`config.mk`:
```
export PLATFORM = sky130hd
export DESIGN_NAME = pc_sequencer
export DESIGN_NICKNAME = d
export VERILOG_FILES = /design/src/rtl/pc_seq_pkg.sv /design/src/rtl/return_stack.sv /design/src/rtl/pc_sequencer.sv
export SDC_FILE = /design/constraint.sdc
export NUM_CORES = 1
export LEC_CHECK = 0
export CELL_PAD_IN_SITES_DETAIL_PLACEMENT = 1
export CELL_PAD_IN_SITES_GLOBAL_PLACEMENT = 1
export CORE_MARGIN = 2
export CORE_UTILIZATION = 13
export CTS_BUF_LIST = sky130_fd_sc_hd__clkbuf_4
export DETAILED_ROUTE_END_ITERATION = 6
export PLACE_DENSITY_LB_ADDON = 0.1
export SLEW_MARGIN = 5
export SYNTH_ARGS = -nofsm -noshare
export SYNTH_HDL_FRONTEND = slang
export SYNTH_SLANG_ARGS = --single-unit
```
`constraint.sdc`:
```
create_clock -name clk -period 1.5 [get_ports clk]
set_clock_uncertainty 0.1 [all_clocks]
set_input_delay 0.225 -clock clk [delete_from_list [all_inputs] [get_ports clk]]
set_output_delay 0.225 -clock clk [all_outputs]
set_load 0.03 [all_outputs]
```
`src/rtl/pc_seq_pkg.sv`:
```
// Shared types, default sizes and the RUN-state request decoder for the PC sequencer.
// The return stack is compiled in only when PC_SEQ_STACK_EN is defined.
package pc_seq_pkg;

    localparam int DEFAULT_ADDR_W      = 6;
    localparam int DEFAULT_STACK_DEPTH = 4;

    typedef enum logic [1:0] {
        RUN    = 2'd0,
        FLUSH  = 2'd1,
        HALTED = 2'd2
    } pcSeqState_e;

    typedef enum logic [2:0] {
        ACT_NONE      = 3'd0,
        ACT_HOLD      = 3'd1,
        ACT_HALT      = 3'd2,
        ACT_JUMP      = 3'd3,
        ACT_CALL      = 3'd4,
        ACT_RET       = 3'd5,
        ACT_STACK_ERR = 3'd6
    } pcAct_e;

    // A refused call or return still wins priority, so it masks lower requests.
    function automatic pcAct_e decodeRun(
        input logic halt,
        input logic stall,
        input logic ret,
        input logic call,
        input logic jump,
        input logic branch,
        input logic cond,
        input logic full,
        input logic empty
    );
        pcAct_e act;
        if (halt) begin
            act = ACT_HALT;
        end else if (stall) begin
            act = ACT_HOLD;
        end else if (ret) begin
            act = empty ? ACT_STACK_ERR : ACT_RET;
        end else if (call) begin
            act = full ? ACT_STACK_ERR : ACT_CALL;
        end else if (jump || (branch && cond)) begin
            act = ACT_JUMP;
        end else begin
            act = ACT_NONE;
        end
        return act;
    endfunction

endpackage

```
`src/rtl/return_stack.sv`:
```
// LIFO of return addresses; depth counts occupied entries, storage itself is not reset.
module return_stack #(
    parameter int ADDR_W      = 6,
    parameter int STACK_DEPTH = 4
) (
    input  logic                           clk,
    input  logic                           nReset,
    input  logic                           push,
    input  logic                           pop,
    input  logic [ADDR_W-1:0]              pushData,
    output logic [ADDR_W-1:0]              top,
    output logic [$clog2(STACK_DEPTH):0]   depth,
    output logic                           full,
    output logic                           empty
);

    localparam int PTR_W = $clog2(STACK_DEPTH);
    localparam int CNT_W = PTR_W + 1;

    logic [ADDR_W-1:0] mem_r [STACK_DEPTH];
    logic [CNT_W-1:0]  depth_r;
    logic [CNT_W-1:0]  depthDec_s;
    logic              doPush_s;
    logic              doPop_s;

    assign full       = (depth_r == CNT_W'(STACK_DEPTH));
    assign empty      = (depth_r == {CNT_W{1'b0}});
    assign doPush_s   = push && !full;
    assign doPop_s    = pop && !empty && !push;
    assign depthDec_s = depth_r - {{PTR_W{1'b0}}, 1'b1};
    assign top        = mem_r[depthDec_s[PTR_W-1:0]];
    assign depth      = depth_r;

    // Occupancy counter.
    always_ff @(posedge clk or negedge nReset) begin
        if (!nReset) begin
            depth_r <= {CNT_W{1'b0}};
        end else if (doPush_s) begin
            depth_r <= depth_r + {{PTR_W{1'b0}}, 1'b1};
        end else if (doPop_s) begin
            depth_r <= depthDec_s;
        end else begin
            depth_r <= depth_r;
        end
    end

    // Entry storage, written at the current fill level.
    always_ff @(posedge clk) begin
        if (doPush_s) begin
            mem_r[depth_r[PTR_W-1:0]] <= pushData;
        end
    end

endmodule

```
`src/rtl/pc_sequencer.sv`:
```
// PC redirect sequencer: RUN/FLUSH/HALTED FSM steering ProgramCounter WriteEnable/AddrIn.
// Define PC_SEQ_STACK_EN to compile in the call/return stack.
module pc_sequencer
    import pc_seq_pkg::*;
#(
    parameter int ADDR_W      = DEFAULT_ADDR_W,
    parameter int STACK_DEPTH = DEFAULT_STACK_DEPTH
) (
    input  logic                           clk,
    input  logic                           nReset,
    input  logic [ADDR_W-1:0]              PcIn,
    input  logic                           Stall,
    input  logic                           Halt,
    input  logic                           JumpReq,
    input  logic [ADDR_W-1:0]              JumpAddr,
    input  logic                           BranchReq,
    input  logic                           BranchCond,
    input  logic                           CallReq,
    input  logic                           RetReq,
    output logic                           PcWriteEnable,
    output logic [ADDR_W-1:0]              PcAddrIn,
    output logic                           Flush,
    output logic                           StackErr,
    output logic [$clog2(STACK_DEPTH):0]   StackDepth
);

    localparam int CNT_W = $clog2(STACK_DEPTH) + 1;

    pcSeqState_e       state_r;
    pcSeqState_e       nextState_s;
    pcAct_e            act_s;
    logic              callEn_s;
    logic              retEn_s;
    logic              stackFull_s;
    logic              stackEmpty_s;
    logic [ADDR_W-1:0] stackTop_s;
    logic              push_s;
    logic              pop_s;
    logic              stackErrSet_s;

`ifdef PC_SEQ_STACK_EN
    logic [ADDR_W-1:0] retAddr_s;
    logic              stackErr_r;

    assign callEn_s  = CallReq;
    assign retEn_s   = RetReq;
    assign retAddr_s = PcIn + {{(ADDR_W-1){1'b0}}, 1'b1};
    assign StackErr  = stackErr_r;

    return_stack #(
        .ADDR_W      (ADDR_W),
        .STACK_DEPTH (STACK_DEPTH)
    ) uStack (
        .clk      (clk),
        .nReset   (nReset),
        .push     (push_s),
        .pop      (pop_s),
        .pushData (retAddr_s),
        .top      (stackTop_s),
        .depth    (StackDepth),
        .full     (stackFull_s),
        .empty    (stackEmpty_s)
    );

    // Sticky stack error; only reset clears it.
    always_ff @(posedge clk or negedge nReset) begin
        if (!nReset) begin
            stackErr_r <= 1'b0;
        end else if (stackErrSet_s) begin
            stackErr_r <= 1'b1;
        end else begin
            stackErr_r <= stackErr_r;
        end
    end
`else
    logic unusedStack_s;

    assign callEn_s      = 1'b0;
    assign retEn_s       = 1'b0;
    assign stackFull_s   = 1'b0;
    assign stackEmpty_s  = 1'b1;
    assign stackTop_s    = {ADDR_W{1'b0}};
    assign StackErr      = 1'b0;
    assign StackDepth    = {CNT_W{1'b0}};
    assign unusedStack_s = ^{CallReq, RetReq, push_s, pop_s, stackErrSet_s};
`endif

    assign act_s = decodeRun(Halt, Stall, retEn_s, callEn_s, JumpReq, BranchReq,
                             BranchCond, stackFull_s, stackEmpty_s);

    // State register.
    always_ff @(posedge clk or negedge nReset) begin
        if (!nReset) begin
            state_r <= RUN;
        end else begin
            state_r <= nextState_s;
        end
    end

    // Next-state logic.
    always_comb begin
        nextState_s = state_r;
        case (state_r)
            RUN: begin
                case (act_s)
                    ACT_HALT:                   nextState_s = HALTED;
                    ACT_JUMP, ACT_CALL, ACT_RET: nextState_s = FLUSH;
                    default:                    nextState_s = RUN;
                endcase
            end
            FLUSH: begin
                if (Halt) begin
                    nextState_s = HALTED;
                end else begin
                    nextState_s = RUN;
                end
            end
            HALTED:  nextState_s = HALTED;
            default: nextState_s = RUN;
        endcase
    end

    // Output logic; reset gates the PC controls so they drop without waiting for a clock.
    always_comb begin
        PcWriteEnable = 1'b0;
        PcAddrIn      = {ADDR_W{1'b0}};
        Flush         = 1'b0;
        push_s        = 1'b0;
        pop_s         = 1'b0;
        stackErrSet_s = 1'b0;
        if (!nReset) begin
            PcWriteEnable = 1'b0;
        end else begin
            case (state_r)
                RUN: begin
                    case (act_s)
                        ACT_HALT, ACT_HOLD: begin
                            PcWriteEnable = 1'b1;
                            PcAddrIn      = PcIn;
                        end
                        ACT_JUMP: begin
                            PcWriteEnable = 1'b1;
                            PcAddrIn      = JumpAddr;
                        end
                        ACT_CALL: begin
                            PcWriteEnable = 1'b1;
                            PcAddrIn      = JumpAddr;
                            push_s        = 1'b1;
                        end
                        ACT_RET: begin
                            PcWriteEnable = 1'b1;
                            PcAddrIn      = stackTop_s;
                            pop_s         = 1'b1;
                        end
                        ACT_STACK_ERR: stackErrSet_s = 1'b1;
                        default:       PcWriteEnable = 1'b0;
                    endcase
                end
                FLUSH: begin
                    Flush = 1'b1;
                    if (Halt) begin
                        PcWriteEnable = 1'b1;
                        PcAddrIn      = PcIn;
                    end else begin
                        PcWriteEnable = 1'b0;
                    end
                end
                HALTED: begin
                    PcWriteEnable = 1'b1;
                    PcAddrIn      = PcIn;
                end
                default: PcWriteEnable = 1'b0;
            endcase
        end
    end

endmodule

```
; ---- Yosys cells after proc, flatten, opt, wreduce, memory -nomap -nowiden
; Cells that the tools add are included.
[classes]
n_eq_ne = 7
muxes = 16
reduce_logical = 7
[op_table]
columns = cell, n
row1 = case mux 6 bit (3 select lines), 1
row2 = two-way mux 6 bit, 2
row3 = case mux 6 bit (2 select lines), 1
row4 = equality test 3 x 2 -> 1 bit (second input constant), 2
row5 = equality test 3 bit (second input constant), 2
row6 = two-way mux 2 bit, 3
row7 = case mux 2 bit (3 select lines), 1
row8 = two-way mux 1 bit, 5
row9 = OR reduction 5 bit, 1
row10 = case mux 2 bit (2 select lines), 1
row11 = OR reduction 2 bit, 2
row12 = equality test 3 x 1 -> 1 bit (second input constant), 1
row13 = two-way mux 3 bit, 1
row14 = case mux 1 bit (3 select lines), 1
row15 = OR reduction 3 bit, 1
row16 = equality test 2 x 1 -> 1 bit (second input constant), 1
row17 = equality test 2 bit (second input constant), 1
row18 = logical NOT 2 bit, 1
row19 = logical AND 1 bit, 1
row20 = logical OR 1 bit, 1
[totals]
register_bits = 2
word_cells = 31

; ---- Logic depth before layout (Yosys ltp)
; Gate-level depths: netlist of the first run.
[depth]
ltp_word = 10
ltp_mapped = 3
depth_no_buf = 3

; ---- Worst setup path before layout of the first run
; OpenSTA, ideal clock, no wires.
[synth_timing]
kind = flip-flop to output port
start = register state_r[1]
end = output port PcAddrIn[0]
arrival_time_ps = 1355
slack_ps = -180
path_stages_with_launch = 4
path_cell_list = dfrtp_1 or4_4 nor2_4 a32o_2
[synth_between]
elab_chain_cells = 3
word_cells_on_any_way = 5
classes_between = eq/ne (2) / mux (2) / reduce/logical (1)
[synth_rtl]
columns = element, line_no
row1 = start: declaration, pc_sequencer.sv:29  ; pcSeqState_e state_r;
row2 = start signal: assignment, pc_sequencer.sv:96  ; state_r <= nextState_s;
row3 = "equality test 2 bit, or another cell as far along", pc_sequencer.sv:134  ; case (state_r)
row4 = case mux 6 bit (3 select lines) *, pc_sequencer.sv:134
row5 = two-way mux 6 bit *, pc_sequencer.sv:131  ; if (!nReset) begin
row6 = end: declaration, pc_sequencer.sv:21  ; output logic [ADDR_W-1:0] PcAddrIn,
; Mark *: on every way between the ends. The rest lies on a longest branch, timed or not.

; ---- Worst setup path after layout of the first run
[layout_timing]
start = register state_r[0]
end = output port PcAddrIn[0]
; Same word-level chain as after synthesis.

==> metrics.yaml, run 1 <==
layout_setup_ws_ps: -447
synth_area_per_cell_um2: 9.24
synth_xor_xnor_area_share_pct: 0
die_area_um2: 2210
grt_util_met2_pct: 16.7
cp.required_ps: 1170
yosysSeqAreaShare_pct: 20.8
cts_root_buf: "clkbuf_4"
netlist_instances: 26
syn_to_final_growth_pct: 169
top_regs: "state_r (2)"
synth_area_leader_cell: "a32o_2"
largest_register_ffs: 2
critPathLaunch: "state_r[0]$_DFF_PN0_"
gp_congestion: 0.604
dr.pass1.iters: 3
cts_buffers: 3
grt_pass1_wl_mm: 1.54
synth_top_family_by_area: "compound AO/OA/AOI/OAI gates"
die_h_um: 47.0
drc: 0
final_core_util_pct: 37.4
clock-sinks: 2
cts_tree: "built"
fmax_mhz: 514
r2r-start: "state_r[0]$_DFF_PN0_"
drv_cap: 0
synthAdderAreaFrac_pct: 0
power_uw: 570
fin_crit_sh_pct: 130
peakVddDrop_mv: 0.331
port_buffers: 26
hold_viol_final: 0
grt_use_met3_pct: 1.15
failed_checks: "setup timing"
synth_area_leaders: "a32o_2 28%, dfrtp_1 21%, buf_4 13%"
cp_slowest_cell: "or4_4"
yosys.area.top_type_share_pct: 28.1
antenna_found_initial: 0
min_period_ps: 1950
yosys.area_share.simple_pct: 14.6
regMostFlops: "state_r"
grt_pass1_vias: 343
finalMaxSlewViolations: 0
timing.hold.ws_ps: 12.7
drive_above_1_share_pct: 54.0
clk_pin_slew_ps: 30
multi_input_area_um2: 186
fin_nets: 86
critPathKind: "flop to output port"
grt-ovfl-total: 0
synth.area.mux_share_pct: 0
die_w_um: 47.0
syn_area_um2: 240
ys_ff_latch: 2
status: "complete, but fails checks"
wl_per_cell_um: 12.7
vias_per_cell: 4.00
grt_max_degree: 11
htree_num_levels: 1
fp.coreArea_um2: 1730
n_fill_cell: 209
power_leakage_uw: 0.000323
ys_types: 16
rsz0062_at_grt: "yes"
wl_mm: 1.12
arrival_ps: 1620
dp_hpwl_um: 825
r2r_slack_ps: 130
synth.yosys.warnings: 0
register_area_um2: 50.0
vias: 352
setup.worst_path.start_class: "flop"
crit_chain: "or4_4 -> nor2_4 -> a32o_2 -> buf_6"
drtIter0Drc: 1
power_density_nw_per_um2: 883
critPathMaxFanout: 7
setup_viol: 7
critPathCaptureType: "output port"
start_util_pct: 13.9
ant_nets: 0
num_rows: 15
cts_buffer_depth: 2
busiest_layer: "met2"
io_pins: 33
clk_latency_ps: 230
hold_class: "input port to asynchronous set/reset pin"
gr-usage-met1_pct: 12.6
synth-compound-area-share_pct: 45.3
track_usage_pct: 10.2
cpPeakStageDelay_ps: 500
antennaDiodeCount: 0
synth_stat cells (all sizes together):
library cell and n:
or4 1, dfrtp 2, and3 1, inv 2
o21ai 1, nor2 1, a21oi 2, nand2b 1
buf 5, o21bai 1, a32o 6, a21boi 1
conb 1, o21a 1
metrics by stage:
| stage | std cells | setup slack (ps) | setup TNS (ps) | instance area, um2 |
|---|---|---|---|---|
| after detailed placement | 80 | -586 | -3710 | 526 |
| after floorplan | 29 | -132 | -784 | 251 |
| after CTS | 85 | -541 | -3290 | 594 |
| final | 88 | -447 | -2710 | 646 |
| after global placement | 80 | -556 | -3480 | 526 |
| after global routing | 88 | -508 | -3130 | 646 |
path summary, 6_finish.rpt:
path	cells past startpoint	endpoint
setup / recovery	4	PcAddrIn[0]
hold / removal	3	state_r[1]$_DFF_PN0_
setup reg to reg	3	state_r[0]$_DFF_PN0_
hold reg to reg	3	state_r[0]$_DFF_PN0_
max in group asynchronous	3	state_r[0]$_DFF_PN0_
min in group clk	4	state_r[0]$_DFF_PN0_
cells in the final DEF, fill, tap and decap left out, drive strengths merged:
| cell | count |
|---|---|
| or4 | 1 |
| o21a | 1 |
| and3 | 1 |
| dlymetal6s2s | 1 |
| dfrtp | 2 |
| o21bai | 1 |
| buf | 17 |
| clkdlybuf4s50 | 12 |
| conb | 4 |
| a32o | 6 |
| dlygate4sd2 | 5 |
| inv | 2 |
| nor2 | 1 |
| a21boi | 1 |
| clkbuf | 3 |
| a21oi | 2 |
| nand2b | 1 |
| o21ai | 1 |
| dlygate4sd3 | 1 |
critical path, delay by kind of cell, from the launching register on:
family,cells,cell delay (ps)
buf+inv,1,130
flops,1,380
compound gates,1,210
simple gates,2,680
power breakdown:
part	switching [uW]	total, uW	internal [uW]
Combinational	174	375	201
Sequential	8.61	75.9	67.3
Clock	30.9	119	88.2
Total	214	570	356
final cells by class:
class / count / area share, %
tap: 25 / 4.84
clock buffer: 3 / 3.49
timing repair buffer: 36 / 53.5
multi-input combinational: 20 / 28.9
inverter: 2 / 1.55
sequential: 2 / 7.75
metal layers:
layer  vias up  wire length [um]
met5         -                 0
met4         0                 0
met3         0                64
met2        13               638
met1       170               413
li1        169                 -
kinds of logic after synthesis:
kind of cell,count (synthesis)
AND/OR/NAND/NOR,4
flip-flops,2
AO/OA/AOI/OAI,12
buffers and inverters,7
other,1
what timing repair did:
action / CTS / global route
hold buffers: 0 / 1
pin swaps: 9 / 6
gates resized for setup: 15 / 8
cloned: 0 / 1
buffers inserted: 2 / 2
setup endpoints to repair: 8 / 8
endpoints found under the hold margin: 0 / 1
Power figures use the tool's default switching activity.
==> inputs of run 2 (changes only) <==
ABC_AREA = 1   (was unset)
CORE_UTILIZATION = 15   (was 13)
==> metrics.yaml, run 2 <==
status: "complete, but fails checks"  # unchanged
failed_checks: "setup timing"  # unchanged
drc: 0  # unchanged
antennaDiodeCount: 0  # unchanged
crit_family: "flip-flops"  # was simple AND/OR/NAND/NOR gates
track_usage_pct: 10.1  # was 10.2%
die_w_um: 50.9  # was 47.0 um
synth_commonest_cells: "28 x nand2_1, 7 x a21oi_1, 6 x nand3_1"  # was 6 x a32o_2, 4 x buf_4, 2 x dfrtp_1, 2 x inv_1
grt_pass1_vias: 470  # was 343
wl_mm: 1.19  # was 1.12 mm
layout_setup_ws_ps: -206  # was -447 ps
critPathKind: "flop to output port"  # unchanged
die_h_um: 50.9  # was 47.0 um
drv_cap: 0  # unchanged
fin_nets: 113  # was 86
start_util_pct: 16.3  # was 13.9%
power_density_nw_per_um2: 476  # was 883 nW/um2
synth_edf_count: 0  # unchanged
synth.yosys.warnings: 0  # unchanged
yosys.area.top_type_share_pct: 31.8  # was 28.1%
gp_congestion: 0.694  # was 0.604
n_fill_cell: 267  # was 209
ys_types: 13  # was 16
synth_top_flop_cell: "dfrtp_1"  # unchanged
fin_crit_sh_pct: 114  # was 130%
grt_pass1_wl_mm: 1.95  # was 1.54 mm
grt_max_degree: 10  # was 11
worst-path-buf-inv: 1  # unchanged
grt-ovfl-total: 0  # unchanged
arrival_ps: 1380  # was 1620 ps
yosysSeqAreaShare_pct: 15.2  # was 20.8%
io_pins: 33  # unchanged
syn_area_um2: 330  # was 240 um2
antenna_found_initial: 0  # unchanged
peakVddDrop_mv: 0.215  # was 0.331 mV
regMostFlops: "state_r"  # unchanged
final_cell_mix: "22 x nand2_1, 15 x clkdlybuf4s50_1, 7 x a21oi_2, 7 x buf_6, 6 x nand3_1"  # was 12 x clkdlybuf4s50_1, 9 x buf_6, 7 x buf_4
power_uw: 335  # was 570 uW
fp.coreArea_um2: 2020  # was 1730 um2
setup.worst_path.start_class: "flop"  # unchanged
ant_nets: 0  # unchanged
port_buffers: 26  # unchanged
cp_slowest_cell: "dfrtp_1"  # was or4_4
clk_latency_ps: 220  # was 230 ps
drtIter0Drc: 2  # was 1
min_period_ps: 1710  # was 1950 ps
vias: 472  # was 352
netlist_instances: 60  # was 26
cts_tree: "built"  # unchanged
final_common_cell: "nand2_1"  # was clkdlybuf4s50_1
critPathCaptureType: "output port"  # unchanged
syn_to_final_growth_pct: 113  # was 169%
synthMostInstantiatedCell: "nand2_1"  # was a32o_2
clk_pin_slew_ps: 30  # about the same
register_area_um2: 51.3  # was 50.0 um2
ys_async_sr_fraction_pct: 100  # unchanged
wl_per_cell_um: 10.2  # was 12.7 um
hold_viol_final: 0  # unchanged
htree_num_levels: 1  # unchanged
ys_ff_latch: 2  # unchanged
cts_root_buf: "clkbuf_4"  # unchanged
dr.pass1.iters: 2  # was 3
drive_above_1_share_pct: 37.8  # was 54.0%
fmax_mhz: 586  # was 514 MHz
cts_buffer_depth: 2  # unchanged
timing.hold.ws_ps: 194  # was 12.7 ps
die_area_um2: 2590  # was 2210 um2
multi_input_area_um2: 293  # was 186 um2
num_rows: 16  # was 15
synth_area_leader_cell: "nand2_1"  # was a32o_2
clock-sinks: 2  # unchanged
dp_hpwl_um: 945  # was 825 um
cpPeakStageDelay_ps: 420  # was 500 ps
cts_buffers: 3  # unchanged
vias_per_cell: 4.03  # was 4.00
cp.required_ps: 1170  # about the same
critPathMaxFanout: 7  # unchanged
rsz0062_at_grt: "yes"  # unchanged
hold_class: "input port to asynchronous set/reset pin"  # unchanged
synth_area_per_cell_um2: 5.51  # was 9.24 um2
finalMaxSlewViolations: 0  # unchanged
largest_register_ffs: 2  # unchanged
power_leakage_uw: 0.000332  # was 0.000323 uW
top_regs: "state_r (2)"  # unchanged
cp_common_cell: "nand2_2"
crit_chain: "nand2_2 -> o21ai_2 -> nor2_4 -> nand2_2 -> a21oi_2 -> buf_6"  # was or4_4 -> nor2_4 -> a32o_2 -> buf_6
synth_area_leaders: "nand2_1 32%, dfrtp_1 15%, a21oi_1 11%"  # was a32o_2 28%, dfrtp_1 21%, buf_4 13%
setup_viol: 7  # unchanged
## run 2: cell types whose count changed after synthesis, moves of 2 or more
cell | previous run | this run
nor2_4 | 1 | 3
nand3_1 | 0 | 6
inv_2 | 0 | 2
nand2_1 | 0 | 28
a32o_2 | 6 | 0
a21oi_1 | 1 | 7
## run 2: through the flow
stage / instances / area, um2 / utilization [%] / worst slack [ps] / TNS (ps)
4_1_cts: 116 / 688 / 34.0 / -261 / -1750
3_5_place_dp: 113 / 619 / 30.6 / -314 / -2070
3_3_place_gp: 113 / 619 / 30.6 / -306 / -2040
2_1_floorplan: 63 / 368 / - / 62.1 / 0
5_1_grt: 117 / 703 / 34.8 / -298 / -2050
6_report: 117 / 703 / 34.8 / -206 / -1370
## run 2: repair_timing
item	4_1_cts	5_1_grt
hold buffers	0	0
setup endpoints to repair	7	8
buffers inserted	0	1
gates resized for setup	18	3
pin swaps	13	7
## run 2: worst paths after layout
| kind | depth (start not counted) | from | slack [ps] | endpoint |
|---|---|---|---|---|
| max in group asynchronous | 2 | nReset | 1000 | state_r[1]$_DFF_PN0_ |
| worst max register to register | 2 | state_r[0]$_DFF_PN0_ | 440 | state_r[0]$_DFF_PN0_ |
| worst min register to register | 2 | state_r[1]$_DFF_PN0_ | 500 | state_r[1]$_DFF_PN0_ |
| min in group clk | 4 | BranchCond | 350 | state_r[0]$_DFF_PN0_ |
| worst max-delay path | 6 | state_r[0]$_DFF_PN0_ | -210 | PcAddrIn[2] |
| worst min-delay path | 2 | nReset | 190 | state_r[0]$_DFF_PN0_ |
## run 2: cells by family after synthesis
| family | Yosys count | synth area share [%] |
|---|---|---|
| simple gates | 39 | 54.2 |
| compound gates | 9 | 14.8 |
| buf+inv | 9 | 14.8 |
| flops | 2 | 15.2 |
| other cells | 1 | 1.14 |
## run 2: layout make-up
cell class	count	share of cell area [%]
Multi-Input combinational cell	52	41.6
Inverter	5	3.02
Sequential cell	2	7.30
Tap cell	27	4.80
Timing Repair Buffer	28	40.0
Clock buffer	3	3.20
## run 2: layer usage
layer  up-vias  wire, um  GRT usage (%)  part of all wire, %
li1        244         -              -                    -
met1       212       527           11.6                   44
met2        16       600           16.9                   51
met3         0        61           2.63                  5.1
met4         0         0           5.41                    0
met5         -         0              0                    0
## run 2: report_power, final
group | switching (uW) | internal [uW] | leakage (uW)
clock network | 29.8 | 88.2 | 0.0000138
registers | 0.0000145 | 54.4 | 0.0000224
logic | 83.7 | 78.6 | 0.000295
total | 114 | 221 | 0.000332
==> inputs of run 3 (changes only) <==
SETUP_SLACK_MARGIN = 0.5   (was unset)
SKIP_LAST_GASP = 1   (was unset)
==> metrics.yaml, run 3 (synthesis gave the netlist of run 2 again) <==
worst-path-buf-inv: 2  # was 1
n_fill_cell: 259  # was 267
peakVddDrop_mv: 0.175  # was 0.215 mV
multi_input_area_um2: 394  # was 293 um2
clock-sinks: 2  # unchanged
power_uw: 389  # was 335 uW
hold_viol_final: 0  # unchanged
cts_buffer_depth: 2  # unchanged
vias_per_cell: 4.11  # was 4.03
num_rows: 16  # unchanged
setup_viol: 7  # unchanged
path_depth: 7  # was 6
hold_class: "input port to flop"  # was input port to asynchronous set/reset pin
fin_crit_sh_pct: 115  # was 114%
status: "complete, but fails checks"  # unchanged
io_pins: 33  # unchanged
register_area_um2: 51.3  # unchanged
final_common_cell: "nand2_2"  # was nand2_1
power_leakage_uw: 0.000394  # was 0.000332 uW
fin_area_um2: 892  # was 703 um2
drtIter0Drc: 2  # unchanged
cts_root_buf: "clkbuf_4"  # unchanged
dr.pass1.iters: 2  # unchanged
fp.coreArea_um2: 2020  # unchanged
grt-ovfl-total: 0  # unchanged
critPathMaxFanout: 4  # was 7
gp_congestion: 0.707  # was 0.694
critPathCaptureType: "output port"  # unchanged
setup.worst_path.start_class: "flop"  # unchanged
die_area_um2: 2590  # unchanged
cts_tree: "built"  # unchanged
critPathKind: "flop to output port"  # unchanged
cp_slowest_cell: "dfrtp_2"  # was dfrtp_1
drv_cap: 0  # unchanged
clk_latency_ps: 250  # was 220 ps
ant_nets: 0  # unchanged
fmax_mhz: 578  # was 586 MHz
cp.required_ps: 1170  # about the same
port_buffers: 26  # unchanged
antenna_found_initial: 0  # unchanged
final_cell_mix: "18 x nand2_2, 14 x clkdlybuf4s50_1, 10 x buf_6"  # was 22 x nand2_1, 15 x clkdlybuf4s50_1, 7 x a21oi_2, 7 x buf_6, 6 x nand3_1
antennaDiodeCount: 0  # unchanged
track_usage_pct: 12.1  # was 10.1%
wl_per_cell_um: 11.6  # was 10.2 um
htree_num_levels: 1  # unchanged
hold_path_depth: 3
largest_register_ffs: 2  # unchanged
grt_pass1_vias: 536  # was 470
regMostFlops: "state_r"  # unchanged
start_util_pct: 16.3  # unchanged
drive_above_1_share_pct: 57.7  # was 37.8%
drc: 0  # unchanged
failed_checks: "setup timing"  # unchanged
wl_mm: 1.43  # was 1.19 mm
finalMaxSlewViolations: 0  # unchanged
crit_family: "flip-flops"  # unchanged
die_h_um: 50.9  # unchanged
top_regs: "state_r (2)"  # unchanged
arrival_ps: 1410  # was 1380 ps
crit_chain: "nand2_2 -> o21ai_2 -> nor2_4 -> buf_6 -> nand2_2 -> a21oi_4 -> buf_6"  # was nand2_2 -> o21ai_2 -> nor2_4 -> nand2_2 -> a21oi_2 -> buf_6
grt_max_degree: 9  # was 10
min_period_ps: 1730  # was 1710 ps
rsz0062_at_grt: "yes"  # unchanged
syn_to_final_growth_pct: 170  # was 113%
cpPeakStageDelay_ps: 440  # was 420 ps
ff2ff_path_depth: 3  # was 2
place_area_um2: 734  # was 619 um2
die_w_um: 50.9  # unchanged
power_density_nw_per_um2: 436  # was 476 nW/um2
layout_setup_ws_ps: -230  # was -206 ps
dp_hpwl_mm: 1.01  # was 945 um
clk_pin_slew_ps: 40  # was 30 ps
fin_nets: 120  # was 113
tns_ps: -1530  # was -1370 ps
cts_buffers: 3  # unchanged
vias: 510  # was 472
grt_pass1_wl_mm: 2.29  # was 1.95 mm
## run 3: layout make-up
type,count,share of cell area (%)
Clock buffer,3,2.52
Inverter,5,2.10
Multi-Input combinational cell,52,44.2
Sequential cell,2,5.75
Tap cell,27,3.79
Timing Repair Buffer,35,41.7
## run 3: per-layer routing
metal  up-vias  global-route usage, %  part of all wire, %
met5         -                      0                    0
met1       230                   13.4                   40
met3         4                   2.34                  6.1
li1        257                      -                    -
met4         0                   8.11                  1.8
met2        19                   20.6                   52
## run 3: what timing repair did
| action | CTS | global route |
|---|---|---|
| setup endpoints to repair | 9 | 9 |
| buffers inserted | 2 | 0 |
| gates resized for setup | 19 | 20 |
| hold buffers | 1 | 0 |
| endpoints found under the hold margin | 2 | 0 |
| pin swaps | 4 | 9 |
## run 3: report_power, final
part           internal [uW]  switching, uW  leakage (uW)
combinational           95.6            101      0.000358
sequential              54.3      0.0000139     0.0000224
clock                   89.6           48.8     0.0000138
## run 3: through the flow
stage	std cells	hold WS, ps	utilization (%)	worst slack, ps
global placement	118	438	36.3	-356
CTS	124	350	41.0	-254
finish	124	346	44.1	-230
global route	124	383	44.1	-288
floorplan	63	-171	-	132
detailed placement	118	424	36.3	-363
## run 3: path summary, 6_finish.rpt
kind	slack, ps	endpoint	from
worst min register to register	500	state_r[1]$_DFF_PN0_	state_r[1]$_DFF_PN0_
min in group asynchronous	450	state_r[1]$_DFF_PN0_	nReset
max in group asynchronous	710	state_r[0]$_DFF_PN0_	nReset
worst max register to register	410	state_r[0]$_DFF_PN0_	state_r[1]$_DFF_PN0_
worst min-delay path	350	state_r[1]$_DFF_PN0_	Halt
worst max-delay path	-230	PcAddrIn[3]	state_r[1]$_DFF_PN0_
## run 3: worst min-delay path, cell delays in order
cell and delay (ps):
dlygate4sd2_1 280, o21ai_2 100, inv_1 60
